## src/rtl/display_controller.sv

```systemverilog
// display_controller: 640x480@60 VGA raster timing generator.
// It divides the system clock down to the pixel rate, runs the hCount/vCount
// raster counters and decodes sync and visible-window signals from them.
// It also issues a per-frame tick and a slower move tick that steps the game logic.
module display_controller #(
  parameter int unsigned CLK_DIV     = 4,
  parameter int unsigned H_TOTAL     = 800,
  parameter int unsigned H_SYNC      = 96,
  parameter int unsigned H_ACT_START = 144,
  parameter int unsigned H_ACT_END   = 784,
  parameter int unsigned V_TOTAL     = 525,
  parameter int unsigned V_SYNC      = 2,
  parameter int unsigned V_ACT_START = 35,
  parameter int unsigned V_ACT_END   = 515,
  parameter int unsigned MOVE_DIV    = 1
) (
  input  logic        clk,
  input  logic        rst,
  output logic        pix_en,
  output logic [9:0]  hCount,
  output logic [9:0]  vCount,
  output logic        hSync,
  output logic        vSync,
  output logic        bright,
  output logic        frame_tick,
  output logic        move_tick,
  output logic [15:0] frame_cnt
);

  localparam int unsigned DIV_W = (CLK_DIV > 1) ? $clog2(CLK_DIV) : 1;
  localparam int unsigned MOV_W = (MOVE_DIV > 1) ? $clog2(MOVE_DIV) : 1;

  localparam logic [DIV_W-1:0] DIV_LAST = DIV_W'(CLK_DIV - 1);
  localparam logic [MOV_W-1:0] MOV_LAST = MOV_W'(MOVE_DIV - 1);
  localparam logic [9:0]       H_LAST   = 10'(H_TOTAL - 1);
  localparam logic [9:0]       V_LAST   = 10'(V_TOTAL - 1);
  localparam logic [9:0]       HS_END   = 10'(H_SYNC);
  localparam logic [9:0]       VS_END   = 10'(V_SYNC);
  localparam logic [9:0]       HA_START = 10'(H_ACT_START);
  localparam logic [9:0]       HA_END   = 10'(H_ACT_END);
  localparam logic [9:0]       VA_START = 10'(V_ACT_START);
  localparam logic [9:0]       VA_END   = 10'(V_ACT_END);

  logic [DIV_W-1:0] div_q, div_d;
  logic [9:0]       h_q, h_d;
  logic [9:0]       v_q, v_d;
  logic             ft_q, ft_d;
  logic             mt_q, mt_d;
  logic [15:0]      fc_q, fc_d;
  logic [MOV_W-1:0] md_q, md_d;

  logic pix_adv;
  logic line_end;
  logic frame_end;

  assign pix_adv   = (div_q == DIV_LAST);
  assign line_end  = (h_q == H_LAST);
  assign frame_end = pix_adv && line_end && (v_q == V_LAST);

  // Gated with rst so pix_en stays low while reset is held, even with CLK_DIV=1
  assign pix_en = pix_adv & rst;

  // Next-state logic: pixel divider, raster counters, frame and move dividers
  always_comb begin
    div_d = pix_adv ? '0 : div_q + 1'b1;
    h_d   = h_q;
    v_d   = v_q;
    if (pix_adv) begin
      if (line_end) begin
        h_d = '0;
        v_d = (v_q == V_LAST) ? '0 : v_q + 10'd1;
      end else begin
        h_d = h_q + 10'd1;
      end
    end
    ft_d = frame_end;
    mt_d = frame_end && (md_q == MOV_LAST);
    fc_d = frame_end ? fc_q + 16'd1 : fc_q;
    md_d = md_q;
    if (frame_end) begin
      md_d = (md_q == MOV_LAST) ? '0 : md_q + 1'b1;
    end
  end

  // State registers with asynchronous active-low clear
  always_ff @(posedge clk or negedge rst) begin
    if (!rst) begin
      div_q <= '0;
      h_q   <= '0;
      v_q   <= '0;
      ft_q  <= 1'b0;
      mt_q  <= 1'b0;
      fc_q  <= '0;
      md_q  <= '0;
    end else begin
      div_q <= div_d;
      h_q   <= h_d;
      v_q   <= v_d;
      ft_q  <= ft_d;
      mt_q  <= mt_d;
      fc_q  <= fc_d;
      md_q  <= md_d;
    end
  end

  // Sync and visible-window decode straight from the registered counters
  always_comb begin
    hSync  = (h_q >= HS_END);
    vSync  = (v_q >= VS_END);
    bright = (h_q >= HA_START) && (h_q < HA_END) &&
             (v_q >= VA_START) && (v_q < VA_END);
  end

  assign hCount     = h_q;
  assign vCount     = v_q;
  assign frame_tick = ft_q;
  assign move_tick  = mt_q;
  assign frame_cnt  = fc_q;

endmodule

```

## config.mk

```make
export PLATFORM = sky130hd
export DESIGN_NAME = display_controller
export DESIGN_NICKNAME = d
export VERILOG_FILES = /design/src/rtl/display_controller.sv
export SDC_FILE = /design/constraint.sdc
export NUM_CORES = 1
export LEC_CHECK = 0
export ABC_AREA = 0
export BUFFER_PORTS_ARGS = -buffer_cell sky130_fd_sc_hd__buf_2
export CELL_PAD_IN_SITES_DETAIL_PLACEMENT = 1
export CELL_PAD_IN_SITES_GLOBAL_PLACEMENT = 2
export CORE_MARGIN = 1
export CORE_UTILIZATION = 34
export CTS_CLUSTER_DIAMETER = 100
export DETAILED_ROUTE_END_ITERATION = 6
export PLACE_DENSITY = 0.9
export SLEW_MARGIN = 15
export SYNTH_ARGS = -nofsm -noshare
export SYNTH_HDL_FRONTEND = slang
export SYNTH_SLANG_ARGS = --single-unit
```

## constraint.sdc

```tcl
create_clock -name clk -period 2.5 [get_ports clk]
set_clock_uncertainty 0.15 [all_clocks]
set_input_delay 0.25 -clock clk [delete_from_list [all_inputs] [get_ports clk]]
set_output_delay 0.25 -clock clk [all_outputs]
set_load 0.01 [all_outputs]
```

Yosys cells after proc, flatten, opt, wreduce, memory -nomap -nowiden
Cells that the tools add are included.

Register bits: 41. Input port bits: 2.

Equal/unequal tests: 3. Reduce and logical (&&, ||, !) cells: 7. Add/sub/neg operators: 5. Mux-type cells: 4. Order comparisons: 6. Bitwise operators: 2.

Operators with widths (count): 10-bit by 1-bit adder with 10-bit output (second input constant) (2); 10-bit == test (second input constant) (2); 10-bit < comparator (second input constant) (2); 10-bit 2-to-1 mux (2); 16-bit by 1-bit adder with 16-bit output (second input constant) (1); 10-bit by 2-bit >= comparator with 1-bit output (second input constant) (1); 10-bit by 6-bit >= comparator with 1-bit output (second input constant) (1); 10-bit by 7-bit >= comparator with 1-bit output (second input constant) (1); 10-bit by 8-bit >= comparator with 1-bit output (second input constant) (1); 1-bit logical AND (6); 2-bit by 1-bit adder with 2-bit output (second input constant) (1); 2-bit == test (second input constant) (1); 2-bit 2-to-1 mux (1); 2-bit AND reduction (1); 1-bit adder (second input constant) (1); 1-bit bitwise AND (1); 1-bit 2-to-1 mux (1); 1-bit NOT (1).

Longest topological paths before layout
Word-level depth: 4. Gate-level depth with buffers: 7. Gate-level depth less buffers: 6.

Worst setup path after synthesis
OpenSTA, ideal clock, no wires.

Kind: flip-flop to flip-flop. Start point: register div_q[0]. End point: register fc_q[11] (netlist: frame_cnt[11]). Required time: 2.271 ns. Period minus slack after synthesis: 2.201 ns. Cell stages (with the launch flop): 8. Path buffers: 2. Library setup time: 0.079 ns. Data arrival time: 1.972 ns. Path slack: 0.299 ns. Cell sequence: dfrtp_1 > ha_1 > clkbuf_1 > nand4_1 > or4_1 > buf_4 > nor4_4 > xor2_1.

Word-level cells in the longest chain between the ends: 3.

Ends and longest elaborated chain: start: declaration (line 44) `logic [DIV_W-1:0] div_q, div_d;`; start signal: assignment (line 96) `div_q <= div_d;`; 2-bit == test (line 56) `assign pix_adv = (div_q == DIV_LAST);`; 1-bit logical AND (2 in series) (line 58) `assign frame_end = pix_adv && line_end && (v_q == V_LAST);`; end signal: assignment (line 93) `fc_q <= '0;`; end signal: assignment (line 101) `fc_q <= fc_d;`; end: declaration (line 49) `logic [15:0] fc_q, fc_d;`.

No other way between the ends. A chain may end at the register's enable or synchronous reset.

Final worst setup path
Start point: register v_q[0] (netlist: vCount[0]). End point: output port bright.

Word-level cells in the longest chain between the ends: 3. Elaborated cells between the ends (all ways): 4. Those cells by class: 2 x order compare; 2 x reduce/logical.

Ends and longest elaborated chain: start: declaration (line 46) `logic [9:0] v_q, v_d;`; start signal: assignment (line 98) `v_q <= v_d;`; 10-bit by 6-bit >= comparator with 1-bit output (line 111) `(v_q >= VA_START) && (v_q < VA_END);`; 1-bit logical AND (line 110) `bright = (h_q >= HA_START) && (h_q < HA_END) &&`; 1-bit logical AND * (line 111); end: declaration (line 24) `output logic bright,`.

Mark *: on every way between the ends. The rest lies on a longest branch, timed or not.

==> impl_table.tex <==
\begin{tabular}{lr}
\hline
Metric & Value \\
\hline
\multicolumn{2}{l}{\textbf{Power and ir drop}} \\
\quad Largest voltage drop on the vdd net & 0.000219 V \\
\quad Total power after layout & 1190 µW \\
\quad Net switching component of the power & 233 µW \\
\quad Fraction of power consumed by combinational cells & 0.013 \\
\quad Power per Cell Area & 454 mW/mm² \\
\quad Relative contribution of the clock network to total power & 0.457 \\
\quad Reg power frac & 0.530 \\
\quad Internal & 956 µW \\
\quad Sw Share & 0.196 \\
\quad Total leakage power & 0.00133 µW \\
\multicolumn{2}{l}{\textbf{Synthesis}} \\
\quad Count of different cell masters after synthesis & 42 \\
\quad Share of Yosys cell area claimed by the top area cell type & 0.454 \\
\quad Gate Count Post-Synth & 205 \\
\quad Share of flip-flops with an asynchronous set or reset & 1.00 \\
\quad Cell area after technology mapping & 0.00215 mm² \\
\quad Top flip-flop cell by instance count after synthesis & sky130\_fd\_sc\_hd\_\_dfrtp\_1 \\
\quad Commonest cells post-synth & sky130\_fd\_sc\_hd\_\_dfrtp\_1 (39), sky130\_fd\_sc\_hd\_\_xnor2\_1 (17), sky130\_fd\_sc\_hd\_\_nand3\_1 (16), sky130\_fd\_sc\_hd\_\_nand4\_1 (14), sky130\_fd\_sc\_hd\_\_nor2\_1 (13) \\
\quad Cell accounting for the most synthesized area & sky130\_fd\_sc\_hd\_\_dfrtp\_1 \\
\quad Syn. warnings & 0 \\
\quad Adder-cell share of the synthesized area & 0.0407 \\
\quad Leading post-synthesis cells by cell area & sky130\_fd\_sc\_hd\_\_dfrtp\_1 (45\%), sky130\_fd\_sc\_hd\_\_xnor2\_1 (6.9\%), sky130\_fd\_sc\_hd\_\_nor4\_4 (4.9\%), sky130\_fd\_sc\_hd\_\_xor2\_1 (4.5\%), sky130\_fd\_sc\_hd\_\_ha\_1 (4.1\%) \\
\quad Post-synthesis register bit count & 39 \\
\quad XOR/XNOR Fraction of Synth Area & 0.114 \\
\quad Most repeated cell in the gate-level netlist after synthesis & sky130\_fd\_sc\_hd\_\_dfrtp\_1 \\
\quad Post-Synth Simple-Gate Area & 0.290 \\
\quad Combinational family with the most area after synthesis & simple AND/OR/NAND/NOR gates \\
\quad Number of enable flip-flop cells after synthesis & 0 \\
\quad Synthesized-area fraction occupied by ao, oa, aoi and oai cells & 0.0494 \\
\quad Synthesized area per cell & 10.5 µm² \\
\quad Register area share after synthesis & 0.454 \\
\quad Post-synth net total & 214 \\
\quad Mux cell area share after synthesis & 0.0105 \\
\multicolumn{2}{l}{\textbf{Worst hold path}} \\
\quad Worst min path class & reg2reg \\
\multicolumn{2}{l}{\textbf{STA}} \\
\quad Number of pins with negative max-slew slack in the final report & 0 \\
\quad Worst-margin pin slew & 0.520 ns \\
\quad Setup\_tns & 0 ns \\
\quad Worst rel slew slack & 0.653 \\
\quad RSZ-0062 raised after global routing & no \\
\quad Period Utilization, post-route & 0.969 \\
\quad Post-layout minimum cycle time & 2.42 ns \\
\quad Final Hold Viols & 0 \\
\quad Setup-violating endpoint count in the final report & 0 \\
\quad Max Clock Freq & 413 MHz \\
\multicolumn{2}{l}{\textbf{Clock tree}} \\
\quad Clock sink total & 39 \\
\quad CTS buffer count & 5 \\
\quad CTS max path bufs & 2 \\
\quad Worst-skew pair later-pin latency & 0.29 ns \\
\quad Cell chosen for the clock root & sky130\_fd\_sc\_hd\_\_clkbuf\_8 \\
\quad TritonCTS clock tree & yes \\
\quad Number of levels the H-tree was split into & 2 \\
\quad Post-CTS clock slew at the launch and capture registers of the worst setup and hold paths & 0.09 ns \\
\multicolumn{2}{l}{\textbf{Critical path}} \\
\quad Crit end category & output pin \\
\quad Worst-path fanout max & 5 \\
\quad Kind of start point of the critical path & flop \\
\quad Worst path required time & 2.10 ns \\
\quad Data arrival time at the worst-slack endpoint & 2.02 ns \\
\quad Crit Path Category & reg2out \\
\multicolumn{2}{l}{\textbf{Job}} \\
\quad Max-cap viol count & 0 \\
\multicolumn{2}{l}{\textbf{Finish}} \\
\quad Count of placed standard cells in the final layout, fillers left out & 330 \\
\quad Proportion of layout cells with a drive suffix above 1 & 0.298 \\
\quad Synth-to-Final Area Change & 21.9\% \\
\quad Antenna cells & 0 \\
\quad Layout Nets & 263 \\
\quad Non-Filler Cell Area, Final & 0.00262 mm² \\
\multicolumn{2}{l}{\textbf{Global routing}} \\
\quad First-pass GRT wire length & 8570 µm \\
\quad Global-route congestion overflow total & 0 \\
\quad Number of antenna violations at the first check in global routing & 0 \\
\quad Pin count of the biggest net entering global routing & 40 \\
\quad Vias in the first global route & 1690 \\
\quad Overall Global Routing Usage & 0.172 \\
\multicolumn{2}{l}{\textbf{Drt}} \\
\quad Number of design rule violations left after detail routing & 0 \\
\quad Average detailed-routed wire length per instance & 16.0 µm \\
\quad First-pass detailed-route iteration total & 4 \\
\quad Drt initial violations & 72 \\
\quad Via density & 5.31 \\
\quad Total via count after detailed routing & 1751 \\
\quad Remaining antenna violation count & 0 \\
\quad Total detailed-routing wirelength & 5290 µm \\
\multicolumn{2}{l}{\textbf{Placement}} \\
\quad Final estimated routing congestion in global placement & 0.784 \\
\quad HPWL reported at the end of detailed placement & 3900 µm \\
\quad Port buffer count & 43 \\
\quad Placed instance area & 0.00248 mm² \\
\quad Number of cells in the design after placement & 321 \\
\multicolumn{2}{l}{\textbf{Die}} \\
\quad Die ar. & 0.00665 mm² \\
\quad Starting Density & 0.357 \\
\quad Count of standard-cell rows & 28 \\
\quad I/O pin count & 44 \\
\quad Horizontal die dimension & 81.5 µm \\
\quad Area of the core & 0.00603 mm² \\
\quad Overall die height & 81.5 µm \\
\multicolumn{2}{l}{\textbf{Outcome}} \\
\quad Outcome & completed \\
\hline
\end{tabular}
-- registers in the layout, summed over array words and instances (netlist names) --
| signal | count |
|---|---|
| frame_cnt | 16 |
| hCount | 10 |
| vCount | 10 |
| div_q | 2 |
| frame_tick | 1 |
-- logic make-up (layout without fill, tap and decap cells) --
family,after synthesis,after routing
xor gates and xnor gates,28,28
muxes,2,2
DFF,39,39
AOI/OAI and AO/OA,15,15
and+or+nand+nor,94,94
buffers and inverters,20,70
adders and majority gates,7,7
-- worst max-delay path: stages (launching register included) --
cell and delay [ns]:
sky130_fd_sc_hd__dfrtp_1 0.45, sky130_fd_sc_hd__ha_2 0.25, sky130_fd_sc_hd__or4_1 0.45, sky130_fd_sc_hd__a21boi_1 0.19
sky130_fd_sc_hd__o22ai_2 0.11, sky130_fd_sc_hd__o311a_1 0.14, sky130_fd_sc_hd__buf_2 0.15
-- layer usage --
metal / wire, µm / up-vias / track usage
met2: 2540 / 32 / 0.273
met4: 62 / 0 / 0.0571
met1: 2540 / 884 / 0.236
met5: 0 / - / 0
li1: - / 831 / -
met3: 141 / 4 / 0.0311
-- stage by stage --
stage | setup WS, ns | hold WS [ns] | utilization
after floorplan | 0.299 | -0.196 | -
after global placement | 0.146 | 0.238 | 0.411
after detailed placement | 0.0826 | 0.233 | 0.411
after CTS | 0.0145 | 0.292 | 0.433
after global routing | 0.00680 | 0.309 | 0.435
final | 0.0767 | 0.289 | 0.435
-- worst paths after layout --
path                           start       endpoint  slack, ns  cells past startpoint
setup reg to reg           hCount[7]  frame_cnt[13]       0.19                      4
min in group asynchronous        rst  frame_cnt[13]       0.43                      3
hold reg to reg             div_q[0]       div_q[0]       0.29                      1
hold / removal              div_q[0]       div_q[0]       0.29                      1
max in group asynchronous        rst      vCount[1]       1.37                      3
setup / recovery           vCount[0]         bright       0.08                      6
-- power groups by stage --
stage / combinational [µW] / sequential [µW] / clock [µW]
after floorplan: 0.000532 / 643 / 0
after global placement: 15.5 / 643 / 0
after detailed placement: 15.5 / 643 / 0
after CTS: 16.8 / 630 / 560
after global routing: 19.0 / 630 / 588
final: 15.6 / 630 / 543
-- cell usage in the layout, fill, tap and decap left out, types with 2 or more instances in the layout --
cell type                   instances
sky130_fd_sc_hd__buf_4             11
sky130_fd_sc_hd__nand4_1           14
sky130_fd_sc_hd__buf_2             43
sky130_fd_sc_hd__nor4_1             3
sky130_fd_sc_hd__inv_1              7
sky130_fd_sc_hd__nor4_4             5
sky130_fd_sc_hd__nand2_1           11
sky130_fd_sc_hd__clkbuf_8           6
sky130_fd_sc_hd__and4_1             3
sky130_fd_sc_hd__and2_1             3
sky130_fd_sc_hd__nand4bb_1          2
sky130_fd_sc_hd__nor3_1             6
sky130_fd_sc_hd__nand3b_1           2
sky130_fd_sc_hd__nor3_2             2
sky130_fd_sc_hd__or4_1              2
sky130_fd_sc_hd__nand3_1           16
sky130_fd_sc_hd__ha_1               6
sky130_fd_sc_hd__nor2_1            13
sky130_fd_sc_hd__xor2_1            11
sky130_fd_sc_hd__and3_1             4
sky130_fd_sc_hd__xnor2_1           17
sky130_fd_sc_hd__dfrtp_1           38
sky130_fd_sc_hd__o21ai_1            5
-- cell type report --
class,count,area [µm²]
fill,680,3400
timing repair buffer,55,308
inverter,7,26.3
multi-input combinational,146,1100
clock buffer,6,82.6
tap,75,93.8
sequential,39,977
clock inverter,2,35.0
-- repair_timing --
item,4_1_cts,5_1_grt
gates resized for setup,0,4
hold endpoints to repair,39,0
setup endpoints to repair,0,2
buffers inserted,0,0
hold buffers,1,0
No activity file was read; power rests on OpenSTA's default activity.
